[src/rtl/period_meter_pkg.sv]
// Shared types and default sizing for the period meter.
//   state_t            : FSM encoding (ARM, RUN, TIMEOUT)
//   DEF_WIDTH          : default high/low counter width
//   DEF_TIMEOUT_CYCLES : default cycles without an edge before timeout
//   DEF_SYNC_STAGES    : default synchronizer depth on the measured input
package period_meter_pkg;

  typedef enum logic [1:0] {
    ST_ARM     = 2'd0,
    ST_RUN     = 2'd1,
    ST_TIMEOUT = 2'd2
  } state_t;

  localparam int unsigned DEF_WIDTH          = 28;
  localparam int unsigned DEF_TIMEOUT_CYCLES = (2 ** DEF_WIDTH) - 1;
  localparam int unsigned DEF_SYNC_STAGES    = 2;

endpackage

[src/rtl/period_meter_edge_sync.sv]
// Synchronizes an asynchronous square wave into the clk domain and flags
// its edges.
//   clk, rst_n : clock, async active-low reset
//   sig_in     : asynchronous input
//   rise_p     : single-cycle pulse, synchronized input went 0 -> 1
//   fall_p     : single-cycle pulse, synchronized input went 1 -> 0
// The pulses are decoded straight from flops so the top acts on them at the
// next edge, giving an edge-to-action latency of SYNC_STAGES+1 cycles.
module edge_sync
  import period_meter_pkg::*;
#(
  parameter int unsigned SYNC_STAGES = DEF_SYNC_STAGES
) (
  input  logic clk,
  input  logic rst_n,
  input  logic sig_in,
  output logic rise_p,
  output logic fall_p
);

  logic [SYNC_STAGES-1:0] sync;
  logic                   dly;

  // Synchronizer chain followed by one delay flop for edge comparison
  always_ff @(posedge clk or negedge rst_n) begin
    if (!rst_n) begin
      sync <= '0;
      dly  <= 1'b0;
    end else begin
      sync <= {sync[SYNC_STAGES-2:0], sig_in};
      dly  <= sync[SYNC_STAGES-1];
    end
  end

  assign rise_p = sync[SYNC_STAGES-1] & ~dly;
  assign fall_p = ~sync[SYNC_STAGES-1] & dly;

endmodule

[src/rtl/period_meter.sv]
// Measures high time, low time and period of a slow square wave in clk
// cycles, and flags loss of signal.
//   clk, rst_n : clock, async active-low reset
//   sig_in     : measured square wave (asynchronous)
//   clear      : synchronous re-arm (synchronizer contents are kept)
//   high_cnt   : cycles of the last completed high phase
//   low_cnt    : cycles of the last completed low phase
//   period_cnt : high_cnt + low_cnt, updated with meas_valid
//   meas_valid : one-cycle pulse, new period_cnt available
//   locked     : a full period has been measured since arm / recovery
//   timeout    : no edge seen for TIMEOUT_CYCLES cycles
module period_meter
  import period_meter_pkg::*;
#(
  parameter int unsigned WIDTH          = DEF_WIDTH,
  parameter int unsigned TIMEOUT_CYCLES = DEF_TIMEOUT_CYCLES,
  parameter int unsigned SYNC_STAGES    = DEF_SYNC_STAGES
) (
  input  logic             clk,
  input  logic             rst_n,
  input  logic             sig_in,
  input  logic             clear,
  output logic [WIDTH-1:0] high_cnt,
  output logic [WIDTH-1:0] low_cnt,
  output logic [WIDTH:0]   period_cnt,
  output logic             meas_valid,
  output logic             locked,
  output logic             timeout
);

  state_t           state;
  state_t           next_state;
  logic             rise_p;
  logic             fall_p;
  logic             edge_p;
  logic             to_hit;
  logic [WIDTH-1:0] cnt;
  logic             have_hi;
  logic             have_lo;
  logic             pend;

  edge_sync #(
    .SYNC_STAGES(SYNC_STAGES)
  ) u_edge_sync (
    .clk    (clk),
    .rst_n  (rst_n),
    .sig_in (sig_in),
    .rise_p (rise_p),
    .fall_p (fall_p)
  );

  assign edge_p = rise_p | fall_p;
  assign to_hit = (cnt == WIDTH'(TIMEOUT_CYCLES));

  // State register
  always_ff @(posedge clk or negedge rst_n) begin
    if (!rst_n) state <= ST_ARM;
    else        state <= next_state;
  end

  // Next-state logic; clear overrides any edge in the same cycle
  always_comb begin
    next_state = state;
    unique case (state)
      ST_ARM:     if (edge_p) next_state = ST_RUN;
      ST_RUN:     if (!edge_p && to_hit) next_state = ST_TIMEOUT;
      ST_TIMEOUT: if (edge_p) next_state = ST_RUN;
      default:    next_state = ST_ARM;
    endcase
    if (clear) next_state = ST_ARM;
  end

  // Interval counter, capture registers and status outputs
  always_ff @(posedge clk or negedge rst_n) begin
    if (!rst_n) begin
      cnt        <= '0;
      have_hi    <= 1'b0;
      have_lo    <= 1'b0;
      pend       <= 1'b0;
      high_cnt   <= '0;
      low_cnt    <= '0;
      period_cnt <= '0;
      meas_valid <= 1'b0;
      locked     <= 1'b0;
      timeout    <= 1'b0;
    end else if (clear) begin
      cnt        <= '0;
      have_hi    <= 1'b0;
      have_lo    <= 1'b0;
      pend       <= 1'b0;
      high_cnt   <= '0;
      low_cnt    <= '0;
      period_cnt <= '0;
      meas_valid <= 1'b0;
      locked     <= 1'b0;
      timeout    <= 1'b0;
    end else begin
      meas_valid <= 1'b0;

      // Restart on every edge; otherwise count (saturating) once armed
      if (edge_p)                                cnt <= WIDTH'(1);
      else if (state != ST_ARM && cnt != '1)     cnt <= cnt + WIDTH'(1);

      // Period is summed one cycle after the rising-edge capture of low_cnt
      if (pend) begin
        period_cnt <= {1'b0, high_cnt} + {1'b0, low_cnt};
        meas_valid <= 1'b1;
        locked     <= 1'b1;
        pend       <= 1'b0;
      end

      unique case (state)
        ST_RUN: begin
          if (fall_p) begin
            high_cnt <= cnt;
            have_hi  <= 1'b1;
          end
          if (rise_p) begin
            low_cnt <= cnt;
            have_lo <= 1'b1;
            if (have_hi && (have_lo || rise_p)) pend <= 1'b1;
          end
          if (!edge_p && to_hit) begin
            have_hi <= 1'b0;
            have_lo <= 1'b0;
            locked  <= 1'b0;
            timeout <= 1'b1;
          end
        end
        ST_TIMEOUT: begin
          have_hi <= 1'b0;
          have_lo <= 1'b0;
          if (edge_p) timeout <= 1'b0;
        end
        default: begin
          have_hi <= 1'b0;
          have_lo <= 1'b0;
        end
      endcase
    end
  end

endmodule
[config.mk]
export PLATFORM = sky130hd
export DESIGN_NAME = period_meter
export DESIGN_NICKNAME = d
export VERILOG_FILES = /design/src/rtl/period_meter_pkg.sv /design/src/rtl/period_meter_edge_sync.sv /design/src/rtl/period_meter.sv
export SDC_FILE = /design/constraint.sdc
export NUM_CORES = 1
export LEC_CHECK = 0
export ABC_AREA = 1
export CAP_MARGIN = 20
export CORE_AREA = 3 3 126 128
export DETAILED_ROUTE_END_ITERATION = 12
export DIE_AREA = 0 0 129 131
export PLACE_DENSITY = 0.73
export SLEW_MARGIN = 20
export SYNTH_ARGS = -nofsm -noshare
export SYNTH_HDL_FRONTEND = slang
export SYNTH_HIERARCHICAL = 1
export SYNTH_SLANG_ARGS = --single-unit
export TNS_END_PERCENT = 100
[constraint.sdc]
create_clock -name clk -period 2.4 [get_ports clk]
set_input_delay 0.48 -clock clk [delete_from_list [all_inputs] [get_ports clk]]
set_output_delay 0.48 -clock clk [all_outputs]
set_load 0.02 [all_outputs]
* After elaboration in Yosys (flattened, before gate mapping)
Cells that the tools add are included.
** Storage, ports and cells
- Register bits after elaboration :: 124
- Latch bits :: 0
- RAM bits :: 0
- ROM bits :: 0
- Input bits :: 4
- Output and inout bits :: 88
- Memories :: 0
** Operators by class
- Add/subtract/negate cells :: 2
- Multiply operators :: 0
- Div/mod/pow operators :: 0
- Order comparisons :: 0
- Eq/ne operators :: 9
- Shift operators :: 0
- Multiplexer cells :: 37
- Bitwise operators :: 5
- Reductions and logical operators :: 18
** Operators by type and width (number)
- $mux W28 :: 9
- $mux W29 :: 2
- $add A28 B28 Y29 :: 1
- $add A28 B1 Y28 const B :: 1
- $eq A28 B28 Y1 const B :: 1
- $ne A28 B28 Y1 const B :: 1
- $mux W1 :: 21
- $reduce_bool A2 Y1 :: 5
- $ne A4 B4 Y1 const B :: 2
- $mux W2 :: 3
- $ne A3 B3 Y1 const B :: 2
- $reduce_and A2 Y1 :: 3
- $reduce_bool A3 Y1 :: 2
- $pmux W2 S2 :: 1
- $logic_and A1 B1 Y1 :: 3
- $ne A3 B1 Y1 const B :: 1
- $reduce_and A3 Y1 :: 1
- $and A1 B1 Y1 :: 2
- $eq A2 B1 Y1 const B :: 1
- $eq A2 B2 Y1 const B :: 1
- $logic_not A2 Y1 :: 1
- $not A1 Y1 :: 2
- $pmux W1 S2 :: 1
- $reduce_or A2 Y1 :: 1
- 3 further kinds :: 3

* Longest topological paths before layout
Gate-level depths: netlist (run 1).
- Word-level depth :: 8
- Mapped depth :: 13
- Gate-level depth less buffers :: 13

* Cells and area by module
The synthesis (run 1) kept the hierarchy.
** Modules (own cells, without submodules)
- period_meter :: instances 1, cells an instance 1068, area each 7382.1 um2, seq. area each 3002.9 um2
- edge_sync :: instances 1, cells an instance 7, area each 90.1 um2, seq. area each 75.1 um2

* Least setup slack after synthesis (run 1)
Ideal clock, no wire load.
- Path type :: reg2reg
- Start :: register low_cnt[0]
- End :: register period_cnt[14]
- Data arrival time :: 1.845 ns
- Setup slack :: 0.429 ns
- Cell stages (with the launch flop) :: 12
- Buffers on the path :: 0
- Clock period less this slack :: 1.971 ns
- Cells stage by stage :: dfrtp_1 ha_1 inv_1 fa_1 nor2_1 nor2_1 o21ai_0 nand3_1 nand2_1 nand2_1 nand2_1 o21ai_0
** On the way
- Word-level cells in the longest chain between the ends :: 3
** Ends and longest elaborated chain
- from (decl) :: RTL line period_meter.sv:24 : output logic [WIDTH-1:0] low_cnt,
- from (signal assigned) :: RTL line period_meter.sv:119 : low_cnt <= cnt;
- $add A28 B28 Y29 :: RTL line period_meter.sv:106 : period_cnt <= {1'b0, high_cnt} + {1'b0, low_cnt};
- $mux W29 :: RTL line period_meter.sv:105 : if (pend) begin
- $mux W29 :: RTL line period_meter.sv:86 : end else if (clear) begin
- to (signal assigned) :: RTL line period_meter.sv:106
- to (decl) :: RTL line period_meter.sv:25 : output logic [WIDTH:0] period_cnt,
Every way passes these cells. The select of a mux whose other input is x is not followed.
A chain may end at the register's enable or synchronous reset.

* Final worst setup path (run 1)
- Start :: register low_cnt[0]
- End :: register period_cnt[24]
Same word-level chain as after synthesis.

==> flow_metrics.env, run 1 <==
export IMPL_status="finished, final reports clean"
export IMPL_total_power_mw=4.986
export IMPL_synth_area_per_cell_sq_um=6.951
export IMPL_io_pins=92
export IMPL_cts_buffer_depth=2
export IMPL_synth_yosys_seq_area_share_pct=41.19
export IMPL_end_kind="register"
export IMPL_grt_max_degree=42
export IMPL_synth_warnings=6
export IMPL_synth_mux_area_fraction_pct=0
export IMPL_critical_path_endpoint="period_cnt[24]"
export IMPL_gp_congestion=0.9441
export IMPL_stdcell_area_sq_um=9271
export IMPL_insertion_delay_ns=0.42
export IMPL_finalHoldViolations=0
export IMPL_antenna_found_initial=0
export IMPL_cts_setup_buffers=0
export IMPL_drt_first_pass_iters=9
export IMPL_startpoint="low_cnt[0]"
export IMPL_holdBufCountCts=0
export IMPL_slew_headroom_pct=51.46
export IMPL_power_density_nw_per_um2=537.7
export IMPL_setup_slack_ns=0.2441
export IMPL_maxCapViolCount=0
export IMPL_cts_root_buf="clkbuf_16"
export IMPL_pre_cts_ws_ns=0.2632
export IMPL_fp_dieH_um=131
export IMPL_fmax_mhz=463.8
export IMPL_critPathLaunchType="register"
export IMPL_period_share_pct=89.83
export IMPL_dr_total_vias=7186
export IMPL_ir_worst_vdd_mv=0.4288
export IMPL_start_util_pct=49.89
export IMPL_vias_per_cell=5.211
export IMPL_ys_seq_elements=123
export IMPL_synth_area_sq_um=7472
export IMPL_grt_overflow=0
export IMPL_finClkSkew_ns=0.007994
export IMPL_grt_use_total_pct=26.88
export IMPL_worst_ep_arrival_time_ns=2.46
export IMPL_synth_xor_xnor_area_share_pct=0.7033
export IMPL_worst_endpoint_required_ns=2.70
export IMPL_placed_cells_incl_taps=1347
export IMPL_htreeDepth=4
export IMPL_wl_per_cell_um=15.67
export IMPL_rrSetupSlack_ns=0.24
export IMPL_r2r_end="period_cnt[24]"
export IMPL_placed_cell_area_sq_um=8670
export IMPL_layout_nets=1212
export IMPL_drc=0
export IMPL_layout_drive_gt1_share_pct=6.129
export IMPL_tightest_slew_ns=0.7226
export IMPL_antenna_left=0
export IMPL_io_buffers=91
export IMPL_fin_util_pct=61.90
export IMPL_cts_sinks=123
export IMPL_diodes=0
export IMPL_post_cts_resized=0
export IMPL_drtIter0Drc=518
export IMPL_clk_pin_slew_ns=0.06
export IMPL_fin_crit_ns=2.156
export IMPL_syn_num_nets=1109
export IMPL_area_growth_pct=24.08
export IMPL_synthSimpleGateAreaFrac_pct=32.75
export IMPL_leakage_nw=4.432
export IMPL_setup_viol=0
export IMPL_hold_ws_ns=0.03858
export IMPL_ff2ff_path_depth=13
export IMPL_cts_tree="done"
export IMPL_path_class="register to register"
export IMPL_synth_compound_area_share_pct=9.879
export IMPL_synth_top_family_by_area="simple AND/OR/NAND/NOR gates"
export IMPL_synth_cells=1075
export IMPL_finalSetupTns_ns=0
export IMPL_dpl_hpwl_um=16470
export IMPL_slew_viol_final=0
export IMPL_hp_class="primary input to asynchronous set/reset pin"
export IMPL_first_global_vias=6938
export IMPL_synth_distinct_cells=35
export IMPL_synthAdderAreaFrac_pct=5.124
export IMPL_grt_pass1_wl_um=35360
export IMPL_reg2reg_from="low_cnt[0]"
export IMPL_cp_max_fo=5
export IMPL_die_width_um=129
export IMPL_die_area_sq_um=16900
export IMPL_final_cells=1379
export IMPL_cts_buffers_inserted=17
export IMPL_fillCellCount=1417
export IMPL_routed_wl_um=21610
export IMPL_num_rows=45
export IMPL_core_area_sq_um=14980
export IMPL_rsz0062_at_grt="false"
## layer usage
layer | vias to the layer above | share of wire [%] | track usage (%)
met4 | 0 | 2.0 | 9.389
met5 | - | 0 | 0
met2 | 207 | 48 | 44.79
met1 | 3326 | 45 | 35.81
li1 | 3615 | - | -
met3 | 38 | 4.8 | 4.268
## synthesized netlist by cell type
cell type	n	area [sq um]
clkinv_4	1	8.760
nor2_2	6	37.54
a21o_1	1	7.510
inv_1	168	630.6
nor3_2	1	10.01
buf_6	4	45.04
o21bai_1	1	7.510
dfrtp_1	123	3078
xor2_1	6	52.55
nor2_1	105	394.1
nand4_1	13	81.33
o21ai_1	5	25.02
o31ai_1	2	15.01
o21ai_2	3	26.28
nor2_4	3	33.78
nor3_1	16	80.08
buf_1	4	15.01
o22ai_1	29	181.4
nand2_1	350	1314
inv_2	2	7.510
a21oi_2	2	17.52
a21oi_1	29	145.1
buf_2	5	25.02
fa_1	1	20.02
nor3_4	1	16.27
nand3b_1	2	15.01
clkbuf_1	11	41.29
o21ai_0	58	290.3
o21a_1	1	7.510
and2_1	2	12.51
nand2_2	6	37.54
ha_1	29	362.9
nand3_1	83	415.4
a31oi_1	1	6.260
a22o_1	1	8.760
## worst min-delay path by stage
stage                     slack (ns)  cells past startpoint                   to           startpoint
final                           0.04                      1           meas_valid                rst_n
after global routing            0.06                      1           meas_valid                rst_n
after CTS                       0.04                      1        period_cnt[3]                rst_n
after detailed placement        0.36                      0  u_edge_sync/sync[1]  u_edge_sync/sync[0]
after global placement          0.34                      0  u_edge_sync/sync[1]  u_edge_sync/sync[0]
after floorplan                 0.18                      0               cnt[0]                rst_n
## critical path, stage by stage (launching register included)
cell,delay [ns]
dfrtp_1,0.38
ha_1,0.20
inv_1,0.06
fa_1,0.39
inv_1,0.14
nand3_1,0.08
nand3_1,0.16
nand2_1,0.08
nand2_1,0.17
nand2_1,0.11
nand3_1,0.09
nand2_1,0.05
nand3_1,0.07
nand2_1,0.04
## cells by family after synthesis
family | Yosys count
simple gates | 588
buf+inv | 195
compound gates | 133
flops | 123
fa+ha+maj | 30
xor+xnor | 6
## state kept, by name, indices dropped and copies added, names as in the netlist
register and count:
meas_valid 1, high_cnt 28, period_cnt 29, cnt 28
u_edge_sync/sync 2, u_edge_sync/dly 1, low_cnt 28, locked 1
pend 1, timeout 1, have_hi 1, state 2
## power by group
part / internal [mW] / total, mW / switching (mW)
combinational: 0.0738 / 0.283 / 0.210
sequential: 2.09 / 2.10 / 0.0129
clock: 1.69 / 2.60 / 0.910
total: 3.85 / 4.99 / 1.13
## cell type report
class                      instances  area (sq um)  area share [%]
timing repair buffer             108          1086           11.71
clock inverter                     6         82.58          0.8907
tap                              188         235.2           2.537
inverter                         171         646.9           6.977
clock buffer                      26         519.2           5.601
sequential                       123          3078           33.20
multi-input combinational        757          3623           39.08
## placed cells by master (no fill, tap or decap), types with 4 or more instances in the layout
cell	instances
a21oi_1	29
buf_12	4
buf_4	14
clkbuf_16	17
clkbuf_8	6
clkdlybuf4s50_1	90
dfrtp_1	123
ha_1	29
inv_1	168
nand2_1	350
nand2_2	6
nand3_1	83
nand4_1	13
nor2_1	104
nor2_2	7
nor3_1	16
o21ai_0	58
o21ai_1	5
o22ai_1	29
xor2_1	6
Note: power is estimated with default switching activity, not from simulation.
==> run 2, diff against run 1 <==
- CORE_AREA: 3 3 126 128 -> 3 3 138 140
- DIE_AREA: 0 0 129 131 -> 0 0 141 143
- PLACE_DENSITY: 0.73 -> default
==> run 2 against run 1 <==
  * Power rose by 3.5%
  * Die area increased by 19%
  * Critical path type unchanged
  * Flip-flop and latch count unchanged
  * Highest routed layer unchanged
  * First-iteration DRC count decreased by 8.5%
==> flow_metrics.env, run 2 (same netlist as run 1, synthesis figures left out) <==
export IMPL_grt_busiest_layer="met2"
export IMPL_io_buffers=91
export IMPL_diodes=0
export IMPL_die_area_sq_um=20160
export IMPL_gp_congestion=0.8935
export IMPL_rsz0062_at_grt="false"
export IMPL_fp_dieH_um=143
export IMPL_antenna_left=0
export IMPL_grtUsageMet1_pct=32.44
export IMPL_fin_util_pct=51.93
export IMPL_wl_per_cell_um=16.12
export IMPL_dpl_hpwl_um=17470
export IMPL_layout_common_cells="350 x nand2_1, 168 x inv_1, 123 x dfrtp_1, 104 x nor2_1, 90 x clkdlybuf4s50_1"
export IMPL_insertion_delay_ns=0.42
export IMPL_cts_buffer_depth=2
export IMPL_grt_use_total_pct=23.68
export IMPL_antenna_found_initial=0
export IMPL_cts_sinks=123
export IMPL_cts_root_buf="clkbuf_16"
export IMPL_path_class="register to register"
export IMPL_grt_use_met2_pct=39.06
export IMPL_area_growth_pct=24.83
export IMPL_grt_overflow=0
export IMPL_finalHoldViolations=0
export IMPL_fmax_mhz=458.6
export IMPL_leakage_nw=4.429
export IMPL_tightest_slew_ns=0.6887
export IMPL_finClkSkew_ns=0.006603
export IMPL_pre_cts_ws_ns=0.2708
export IMPL_grt_max_degree=52
export IMPL_worst_ep_arrival_time_ns=2.49
export IMPL_ir_worst_vdd_mv=0.4886
export IMPL_setup_slack_ns=0.2193
export IMPL_placed_cell_area_sq_um=8701
export IMPL_power_density_nw_per_um2=553.0
export IMPL_grt_pass1_wl_um=37490
export IMPL_layout_nets=1211
export IMPL_layout_drive_gt1_share_pct=6.134
export IMPL_cts_setup_buffers=0
export IMPL_end_kind="register"
export IMPL_worst_endpoint_required_ns=2.71
export IMPL_stdcell_area_sq_um=9328
export IMPL_cts_tree="done"
export IMPL_core_area_sq_um=17960
export IMPL_start_util_pct=41.60
export IMPL_regMostFlops="period_cnt"
export IMPL_routed_wl_um=22870
export IMPL_htreeDepth=4
export IMPL_num_rows=49
export IMPL_reg2reg_from="low_cnt[0]"
export IMPL_status="finished, final reports clean"
export IMPL_hp_class="primary input to asynchronous set/reset pin"
export IMPL_setup_viol=0
export IMPL_startpoint="low_cnt[0]"
export IMPL_die_width_um=141
export IMPL_cp_max_fo=4
export IMPL_clk_pin_slew_ns=0.06
export IMPL_io_pins=92
export IMPL_drtIter0Drc=474
export IMPL_vias_per_cell=5.045
export IMPL_finalSetupTns_ns=0
export IMPL_cts_buffers_inserted=17
export IMPL_final_common_cell="nand2_1"
export IMPL_critPathLaunchType="register"
export IMPL_fin_crit_ns=2.181
export IMPL_maxCapViolCount=0
export IMPL_post_cts_resized=0
export IMPL_largest_reg_flops=29
export IMPL_hold_ws_ns=0.03020
export IMPL_dr_total_vias=7159
export IMPL_drt_first_pass_iters=5
export IMPL_slew_viol_final=0
export IMPL_first_global_vias=6945
export IMPL_slew_headroom_pct=53.74
export IMPL_period_share_pct=90.86
export IMPL_globalRouteMet3Util_pct=3.516
export IMPL_drc=0
export IMPL_holdBufCountCts=0
==> run 2: cell types whose count changed in the layout (fill, tap and decap cells not counted), sizes merged <==
cell and change:
buf -1, bufinv +2, clkbuf -5, clkinvlp +2, inv +1
==> run 2: stage by stage <==
stage	std cells	power [mW]
global route	1419	5.336
finish	1419	5.158
global placement	1387	2.427
CTS	1419	5.213
detailed placement	1387	2.428
floorplan	1075	2.302
==> run 2: area by class of cell <==
class	instances	area (sq um)
Inverter	171	646.9
Clock buffer	21	460.4
Multi-Input combinational cell	757	3623
Fill cell	1874	8636
Sequential cell	123	3078
Clock inverter	11	166.4
Timing Repair Buffer	107	1066
Tap cell	229	286.5
==> run 2: per-layer routing <==
metal  wire, um  vias to the layer above
li1           -                     3615
met1      10490                     3334
met2      10960                      177
met3       1001                       33
met4        423                        0
met5          0                        -
==> run 2: final timing paths <==
kind	depth (start not counted)	endpoint	slack (ns)
setup / recovery	11	period_cnt[22]	0.22
hold / removal	1	period_cnt[2]	0.03
setup reg to reg	11	period_cnt[22]	0.22
hold reg to reg	0	u_edge_sync/sync[1]	0.35
max in group asynchronous	2	cnt[21]	1.72
min in group clk	0	u_edge_sync/sync[1]	0.35
==> run 2: report_power, final <==
group / switching [mW] / total [mW] / leakage [nW] / internal (mW)
clock: 0.979 / 2.77 / 0.299 / 1.79
sequential: 0.0126 / 2.10 / 1.71 / 2.09
combinational: 0.215 / 0.286 / 2.42 / 0.0716
total: 1.21 / 5.16 / 4.43 / 3.95
==> run 2: critical path, stage by stage, from the launching register on <==
cell,delay [ns]
dfrtp_1,0.38
ha_1,0.24
inv_1,0.07
fa_1,0.39
nor2_1,0.12
nor2_1,0.07
o21ai_0,0.39
nand2_1,0.15
nand3_1,0.11
nand2_1,0.05
nand3_1,0.07
nand2_1,0.05
==> run 3, diff against run 2 <==
- CORE_AREA: 3 3 138 140 -> 3 3 133 135
- CTS_BUF_LIST: default -> sky130_fd_sc_hd__clkbuf_4
- DIE_AREA: 0 0 141 143 -> 0 0 136 138
- PLACE_DENSITY: default -> 0.66
- clock period: 2.4 -> 2.8 ns (I/O delays scaled with it)
==> run 3 against run 2 <==
  * Sequential share of layout area grew 1.2 points
  * Combinational power shrank 20%
  * Setup slack gained 0.35 ns
  * Clock power shrank 45%
  * Power shrank 31%
  * Flip-flop and latch count is the same
  * Critical path depth shrank 10
  * Critical path type is now register to output pin
==> flow_metrics.env, run 3 (same netlist as run 1, synthesis figures left out) <==
export IMPL_status="finished, final reports clean"
export IMPL_slew_viol_final=0
export IMPL_slowest_delay_ns=0.64
export IMPL_vias_per_cell=5.086
export IMPL_hp_class="primary input to asynchronous set/reset pin"
export IMPL_crit_chain="clkdlybuf4s50_1"
export IMPL_ir_worst_vdd_mv=0.2089
export IMPL_period_share_pct=79.69
export IMPL_combPwrFrac_pct=6.5
export IMPL_drc=0
export IMPL_die_area_sq_um=18770
export IMPL_finClkSkew_ns=0.01229
export IMPL_cts_buffer_depth=2
export IMPL_finalHoldViolations=0
export IMPL_dr_total_vias=7171
export IMPL_cts_buffers_inserted=17
export IMPL_seqPwrFrac_pct=50.7
export IMPL_fillCellCount=1677
export IMPL_drt_first_pass_iters=5
export IMPL_dpl_hpwl_um=16490
export IMPL_area_growth_pct=20.46
export IMPL_fmax_mhz=448.2
export IMPL_core_area_sq_um=16580
export IMPL_regMostFlops="period_cnt"
export IMPL_leakage_nw=4.299
export IMPL_fp_dieH_um=138
export IMPL_slew_headroom_pct=31.97
export IMPL_tightest_slew_ns=1.018
export IMPL_num_rows=47
export IMPL_fin_crit_ns=2.231
export IMPL_start_util_pct=45.06
export IMPL_grt_pass1_wl_um=35600
export IMPL_io_buffers=91
export IMPL_post_cts_resized=0
export IMPL_critPathLaunchType="register"
export IMPL_clkPwrFrac_pct=42.8
export IMPL_htreeDepth=4
export IMPL_rsz0062_at_grt="false"
export IMPL_setup_slack_ns=0.5686
export IMPL_worst_ep_arrival_time_ns=1.67
export IMPL_cp_max_fo=3
export IMPL_crit_family="buffers and inverters"
export IMPL_cts_tree="done"
export IMPL_crit_path_top_delay_cell="clkdlybuf4s50_1"
export IMPL_layout_drive_gt1_share_pct=6.140
export IMPL_first_global_vias=6983
export IMPL_die_width_um=136
export IMPL_path_buf_inv=1
export IMPL_layout_nets=1210
export IMPL_cts_root_buf="clkbuf_4"
export IMPL_swShare_pct=25.28
export IMPL_layout_common_cells="350 x nand2_1, 168 x inv_1, 123 x dfrtp_1, 104 x nor2_1, 90 x clkdlybuf4s50_1"
export IMPL_maxCapViolCount=0
export IMPL_cts_sinks=123
export IMPL_clk_pin_slew_ns=0.12
export IMPL_wl_per_cell_um=15.09
export IMPL_largest_reg_flops=29
export IMPL_power_switching_uw=897.3
export IMPL_holdBufCountCts=0
export IMPL_power_density_nw_per_um2=394.3
export IMPL_setup_viol=0
export IMPL_gp_congestion=0.9059
export IMPL_drtIter0Drc=417
export IMPL_worst_endpoint_required_ns=2.24
export IMPL_end_kind="output pin"
export IMPL_cts_setup_buffers=0
export IMPL_antenna_left=0
export IMPL_p_int_mw=2.652
export IMPL_routed_wl_um=21280
export IMPL_grt_overflow=0
export IMPL_finalSetupTns_ns=0
export IMPL_grt_use_total_pct=23.78
export IMPL_path_class="register to output pin"
export IMPL_pre_cts_ws_ns=0.6326
export IMPL_final_common_cell="nand2_1"
export IMPL_antenna_found_initial=1
export IMPL_insertion_delay_ns=0.57
export IMPL_io_pins=92
export IMPL_grt_max_degree=50
## run 3: cell types whose count changed in the layout (fill, tap and decap cells not counted), sizes merged
cell      delta
clkbuf       -2
buf          -1
diode        +1
inv          -1
bufinv       +1
clkinv       +4
clkinvlp     -2
## run 3: layout make-up
cell class | count | area (sq um) | share of cell area (%)
Multi-Input combinational cell | 757 | 3623 | 40.26
Sequential cell | 123 | 3078 | 34.20
Timing Repair Buffer | 106 | 1033 | 11.48
Inverter | 171 | 646.9 | 7.187
Tap cell | 220 | 275.3 | 3.058
Clock inverter | 13 | 198.9 | 2.210
Clock buffer | 19 | 142.6 | 1.585
Antenna cell | 1 | 2.502 | 0.02780
## run 3: power groups by stage
| stage | logic (mW) | registers (mW) | clock network, mW |
|---|---|---|---|
| after floorplan | 0.138 | 1.84 | 0 |
| after global placement | 0.231 | 1.83 | 0 |
| after detailed placement | 0.232 | 1.83 | 0 |
| after CTS | 0.232 | 1.80 | 1.55 |
| after global routing | 0.256 | 1.80 | 1.63 |
| final | 0.230 | 1.80 | 1.52 |
## run 3: metal layers
layer	vias to the layer above	part of all wire, %	global-route usage [%]
li1	3614	-	-
met1	3355	46	32.43
met2	167	47	38.44
met3	35	4.0	3.597
met4	0	2.4	8.594
met5	-	0	0
## run 3: per-stage QoR
stage	utilization [%]	power [mW]	area (sq um)	instances	hold WS (ns)
after floorplan	-	1.973	7472	1075	0.2644
after global placement	52.20	2.064	8657	1377	0.3340
after detailed placement	52.20	2.066	8657	1377	0.3426
after CTS	54.26	3.583	8999	1409	0.0008608
after global routing	54.28	3.685	9001	1410	0.03048
final	54.28	3.550	9001	1410	0.01037
## run 3: final timing paths
kind,depth (start not counted),from,slack [ns],end
max reg2reg,11,low_cnt[0],0.60,period_cnt[14]
max,1,high_cnt[13],0.57,high_cnt[13]
max in group asynchronous,2,rst_n,2.04,low_cnt[21]
min,1,rst_n,0.01,meas_valid
min reg2reg,0,u_edge_sync/sync[0],0.37,u_edge_sync/sync[1]
min in group clk,0,u_edge_sync/sync[0],0.37,u_edge_sync/sync[1]
